<file path="src/rtl/icache.sv">
// rtl/icache.sv - direct-mapped one-word-frame instruction cache with hit/miss counters
module icache #(
   parameter int NSETS = 16,
   parameter int IDX_W = $clog2(NSETS)
) (
   input  logic        CLK,
   input  logic        nRST,
   input  logic        imemREN,
   input  logic [31:0] imemaddr,
   output logic        ihit,
   output logic [31:0] imemload,
   output logic        iREN,
   output logic [31:0] iaddr,
   input  logic        iwait,
   input  logic [31:0] iload,
   input  logic        flush,
   output logic [31:0] hit_count,
   output logic [31:0] miss_count
);

   localparam int TAG_W = 30 - IDX_W;

   typedef enum logic {IDLE, FILL} state_t;

   state_t                  state_q, state_d;
   logic [29:0]             miss_addr_q, miss_addr_d;
   logic [31:0]             hit_count_q, miss_count_q;
   logic [NSETS-1:0]        valid_q;
   logic [TAG_W-1:0]        tag_q  [NSETS];
   logic [31:0]             data_q [NSETS];

   logic [IDX_W-1:0]        req_idx, fill_idx;
   logic [TAG_W-1:0]        req_tag, fill_tag;
   logic                    hit, miss, fill_we;
   logic                    unused_bits;

   assign req_idx     = imemaddr[IDX_W+1:2];
   assign req_tag     = imemaddr[31:IDX_W+2];
   assign fill_idx    = miss_addr_q[IDX_W-1:0];
   assign fill_tag    = miss_addr_q[29:IDX_W];
   assign unused_bits = ^imemaddr[1:0];
   assign hit_count   = hit_count_q;
   assign miss_count  = miss_count_q;

   // Lookup, miss detection and fill sequencing; flush overrides everything else
   always_comb begin
      state_d     = state_q;
      miss_addr_d = miss_addr_q;
      hit         = 1'b0;
      miss        = 1'b0;
      fill_we     = 1'b0;
      ihit        = 1'b0;
      imemload    = 32'h0;
      iREN        = 1'b0;
      iaddr       = 32'h0;
      case (state_q)
         IDLE: begin
            if (imemREN && !flush) begin
               if (valid_q[req_idx] && (tag_q[req_idx] == req_tag)) begin
                  hit      = 1'b1;
                  ihit     = 1'b1;
                  imemload = data_q[req_idx];
               end else begin
                  miss        = 1'b1;
                  miss_addr_d = imemaddr[31:2];
                  state_d     = FILL;
               end
            end
         end
         FILL: begin
            iREN  = 1'b1;
            iaddr = {miss_addr_q, 2'b00};
            if (!imemREN) begin
               state_d = IDLE;
            end else if (!iwait) begin
               fill_we = 1'b1;
               state_d = IDLE;
            end
         end
         default: state_d = IDLE;
      endcase
      if (flush) begin
         state_d = IDLE;
         fill_we = 1'b0;
      end
   end

   // State, miss address and performance counters
   always_ff @(posedge CLK, negedge nRST) begin
      if (!nRST) begin
         state_q      <= IDLE;
         miss_addr_q  <= 30'h0;
         hit_count_q  <= 32'h0;
         miss_count_q <= 32'h0;
      end else begin
         state_q     <= state_d;
         miss_addr_q <= miss_addr_d;
         if (hit)  hit_count_q  <= hit_count_q + 32'd1;
         if (miss) miss_count_q <= miss_count_q + 32'd1;
      end
   end

   // Valid bits: cleared by reset or flush, set by a completed fill
   always_ff @(posedge CLK, negedge nRST) begin
      if (!nRST) begin
         valid_q <= '0;
      end else if (flush) begin
         valid_q <= '0;
      end else if (fill_we) begin
         valid_q[fill_idx] <= 1'b1;
      end
   end

   // Tag and data storage, written only on fill completion
   always_ff @(posedge CLK) begin
      if (fill_we) begin
         tag_q[fill_idx]  <= fill_tag;
         data_q[fill_idx] <= iload;
      end
   end

endmodule
</file>
<file path="config.mk">
export PLATFORM = sky130hd
export DESIGN_NAME = icache
export DESIGN_NICKNAME = d
export VERILOG_FILES = /design/src/rtl/icache.sv
export SDC_FILE = /design/constraint.sdc
export NUM_CORES = 1
export LEC_CHECK = 0
export BUFFER_PORTS_ARGS = -buffer_cell sky130_fd_sc_hd__buf_2
export CAP_MARGIN = 20
export CORE_MARGIN = 1
export CORE_UTILIZATION = 45
export CTS_CLUSTER_SIZE = 25
export DETAILED_ROUTE_END_ITERATION = 6
export GPL_TIMING_DRIVEN = 1
export HOLD_SLACK_MARGIN = 0.15
export PLACE_DENSITY = 0.63
export SLEW_MARGIN = 20
export SYNTH_ARGS = -nofsm -noshare
export SYNTH_HDL_FRONTEND = slang
export SYNTH_SLANG_ARGS = --single-unit
</file>
<file path="constraint.sdc">
create_clock -name CLK -period 4.64 [get_ports CLK]
set_clock_uncertainty 0.05 [all_clocks]
set_input_delay 0.232 -clock CLK [delete_from_list [all_inputs] [get_ports CLK]]
set_output_delay 0.232 -clock CLK [all_outputs]
set_load 0.01 [all_outputs]
</file>
==> metrics.cfg <==
[outcome]
status = finished, final reports clean

[sta]
timing.fmax_ghz = 0.2231
worst_pin_slew_ps = 1046
finalSetupViolCount = 0
setup_slack_ps = 158.7
fin_crit_ps = 4481
slew_headroom_pct = 30.24
finalMaxSlewViolations = 0
rsz0062_at_grt = false
fin_crit_sh_pct = 96.58
setup_tns_ps = 0
hold_viol = 0

[logic_synthesis]
synth-edff-count = 928
syn-instance-count = 1951
ys_seq_elements = 1039
synth_top_cell_by_area = edfxtp_1
ys.flop_type = edfxtp_1
syn_area_per_cell_um2 = 20.96
synthesis.area_um2 = 40900
synth_warnings = 0
netlist.area_leader.share_pct = 68.13
ys_async_sr_fraction_pct = 10.68
seq_area_frac_synth_pct = 74.92
ys_types = 57
ys_top_cells_by_area = edfxtp_1, mux4_2, dfrtp_1

[hold_path]
whs_endpoint = miss_addr_q[1]$_DFFE_PN0P_
hold_class = input pin to flip-flop
hp-start = imemaddr[3]
holdPathStages = 3

[route]
routedWlPerCell_um = 27.50
drc = 0
viasPerCell = 5.787
drt_iter0_drc = 1878
first_pass_iters = 5
via_count = 20562
postRouteAntennaNets = 0
totalWireLength_um = 97700

[floorplan]
fp.dieArea_um2 = 92100
initial_core_util_pct = 45.44
die_h_um = 303.5
die_x_um = 303.5
core-area_um2 = 90010
io_pins = 199
rows = 110

[worst_setup_path]
cp_common_cell = buf_6
crit_buf_inv = 3
path_depth = 11
cpPeakStageDelay_ps = 560
r2r_cells = 11
rrSetupSlack_ps = 870
critPathKind = flip-flop to primary output
start_kind = flip-flop
crit_chain = mux4_2 > a22o_1 > a221oi_2 > xnor2_2 > or4_1 > or4b_4 > nor4_4 > buf_6 > buf_6 > and3_1 > buf_2
crit_path_end_kind = primary output
arrival_ps = 4200
cp_top_family = simple AND/OR/NAND/NOR gates
critPathMaxFanout = 8
required_ps = 4360
reg2reg_to = hit_count[1]$_DFFE_PN0P_
slowest_stage = or4b_4
r2r_start = tag_q[8][0]$_DFFE_PP_

[clock_tree]
cts_made_buffers = 103
clk_latency_ps = 680
cts_tree = built
cts_max_path_buffers = 3
cts.clk_slew.worst_paths_ps = 60
htreeDepth = 3
cts_root_buf = clkbuf_16
clock_sinks = 1039

[grt]
grtUsageTotal_pct = 21.21
antenna_found_initial = 4
grt_pass1_wl_um = 140900
grt_max_degree = 69
grt_pass1_vias = 20992
grt-ovfl-total = 0

[layout]
nNetsFinal = 2360
multiInputGateArea_um2 = 9813
area_growth_pct = 17.46
register_area_um2 = 30640
num-fill-cells = 6973
layout-drive-gt1-share_pct = 31.41

[placement]
pre_cts_ws_ps = 394.4
routabilityCongestion = 0.8030
port_buffers = 194
dpl.hpwl_um = 53650

[power]
power_density_nw_per_um2 = 423.0
vdd.ir_drop.worst_mv = 0.3451
p_leak_nw = 16.48

[run]
max-cap-violations = 0

-- where the power goes --
group          switching, W  internal [W]  total [W]  leakage, nW
logic              0.000626      0.000491    0.00112         5.01
registers          0.000253        0.0105     0.0107         9.77
clock network       0.00351       0.00499    0.00850         1.70
-- routing by layer --
layer / track usage (%) / share of wire, %
met1: 29.71 / 42
met5: 0 / 0.027
met3: 3.420 / 5.6
met4: 5.714 / 2.3
met2: 34.72 / 50
-- cell families (layout without fill, tap and decap cells) --
family	after synthesis	after routing	share of synthesized area [%]
xor gates and xnor gates	88	88	1.884
other	1	4	0.009168
muxes	360	360	16.86
DFF	1039	1039	74.92
adders and majority gates	2	2	0.06117
AOI/OAI and AO/OA	57	57	1.003
and+or+nand+nor	272	272	3.805
buffers and inverters	132	555	1.453
-- cell usage after synthesis, drive strengths merged, types with 2 or more instances --
cell,instances
edfxtp,928
mux4,260
dfrtp,111
mux2i,68
buf,52
clkbuf,50
xnor2,49
and3,44
xor2,39
nor2,38
and2,36
mux2,32
inv,30
nand2,29
nand3,26
nand4,24
nor4,19
nor3,18
o22ai,17
nor2b,11
a22oi,9
o21ai,8
nand2b,5
a221oi,4
nand3b,4
or4,4
a22o,3
and4,3
or3,3
a2111oi,2
a211oi,2
and4b,2
ha,2
nand4b,2
o211ai,2
-- through the flow --
stage,cells,power (W),cell area [µm²],hold WS (ps),util (%)
3_5_place_dp,3291,0.01198,43830,235.6,48.70
5_1_grt,3551,0.02095,48040,296.0,53.37
3_3_place_gp,3291,0.01193,43830,226.5,48.70
4_1_cts,3547,0.02049,47970,282.3,53.30
2_1_floorplan,1952,0.01146,40910,-113.6,-
6_report,3553,0.02032,48040,316.5,53.37
-- how the worst max path moves through the flow --
stage	start	end
6_report	tag_q[8][0]$_DFFE_PP_	imemload[17]
5_1_grt	tag_q[14][0]$_DFFE_PP_	ihit
4_1_cts	tag_q[6][24]$_DFFE_PP_	imemload[15]
3_5_place_dp	imemaddr[4]	miss_count[28]$_DFFE_PN0P_
3_3_place_gp	imemaddr[4]	ihit
2_1_floorplan	flush	data_q[0][0]$_DFFE_PP_
-- flip-flops by register name, summed over array words and instances (netlist names) --
signal       flops
data_q         512
state_q          1
miss_addr_q     30
miss_count      32
tag_q          416
valid_q         16
hit_count       32
-- final cells by class --
cell class	instances	share of cell area, %
Tap cell	1176	3.063
Antenna cell	2	0.01042
Multi-Input combinational cell	781	20.43
Sequential cell	1039	63.78
Clock buffer	129	5.719
Timing Repair Buffer	334	5.250
Clock inverter	62	1.508
Inverter	30	0.2396
-- worst register-to-register path: cells and delay by family, from the launching register on --
family          cells  cell delay (ps)
compound gates      2              470
buf+inv             2              410
flops               1              380
xor+xnor            1              130
mux                 2              770
simple gates        4             1460
-- cell usage in the layout (no fill, tap or decap), types with 32 or more instances in the layout --
cell and count:
and2_1 36, xnor2_1 48, dfrtp_1 111, mux2_2 32, clkbuf_16 106, edfxtp_1 928, mux4_2 260, buf_4 51
dlygate4sd3_1 64, buf_2 190, mux2i_1 68, xor2_1 39, and3_1 44
-- repair_timing --
item                                    CTS  global route
resized for setup                         0             5
endpoints found under the setup margin    0             4
endpoints found under the hold margin   597             0
setup buffers                             0             1
hold buffers                             65             0
Power figures use the tool's default switching activity.
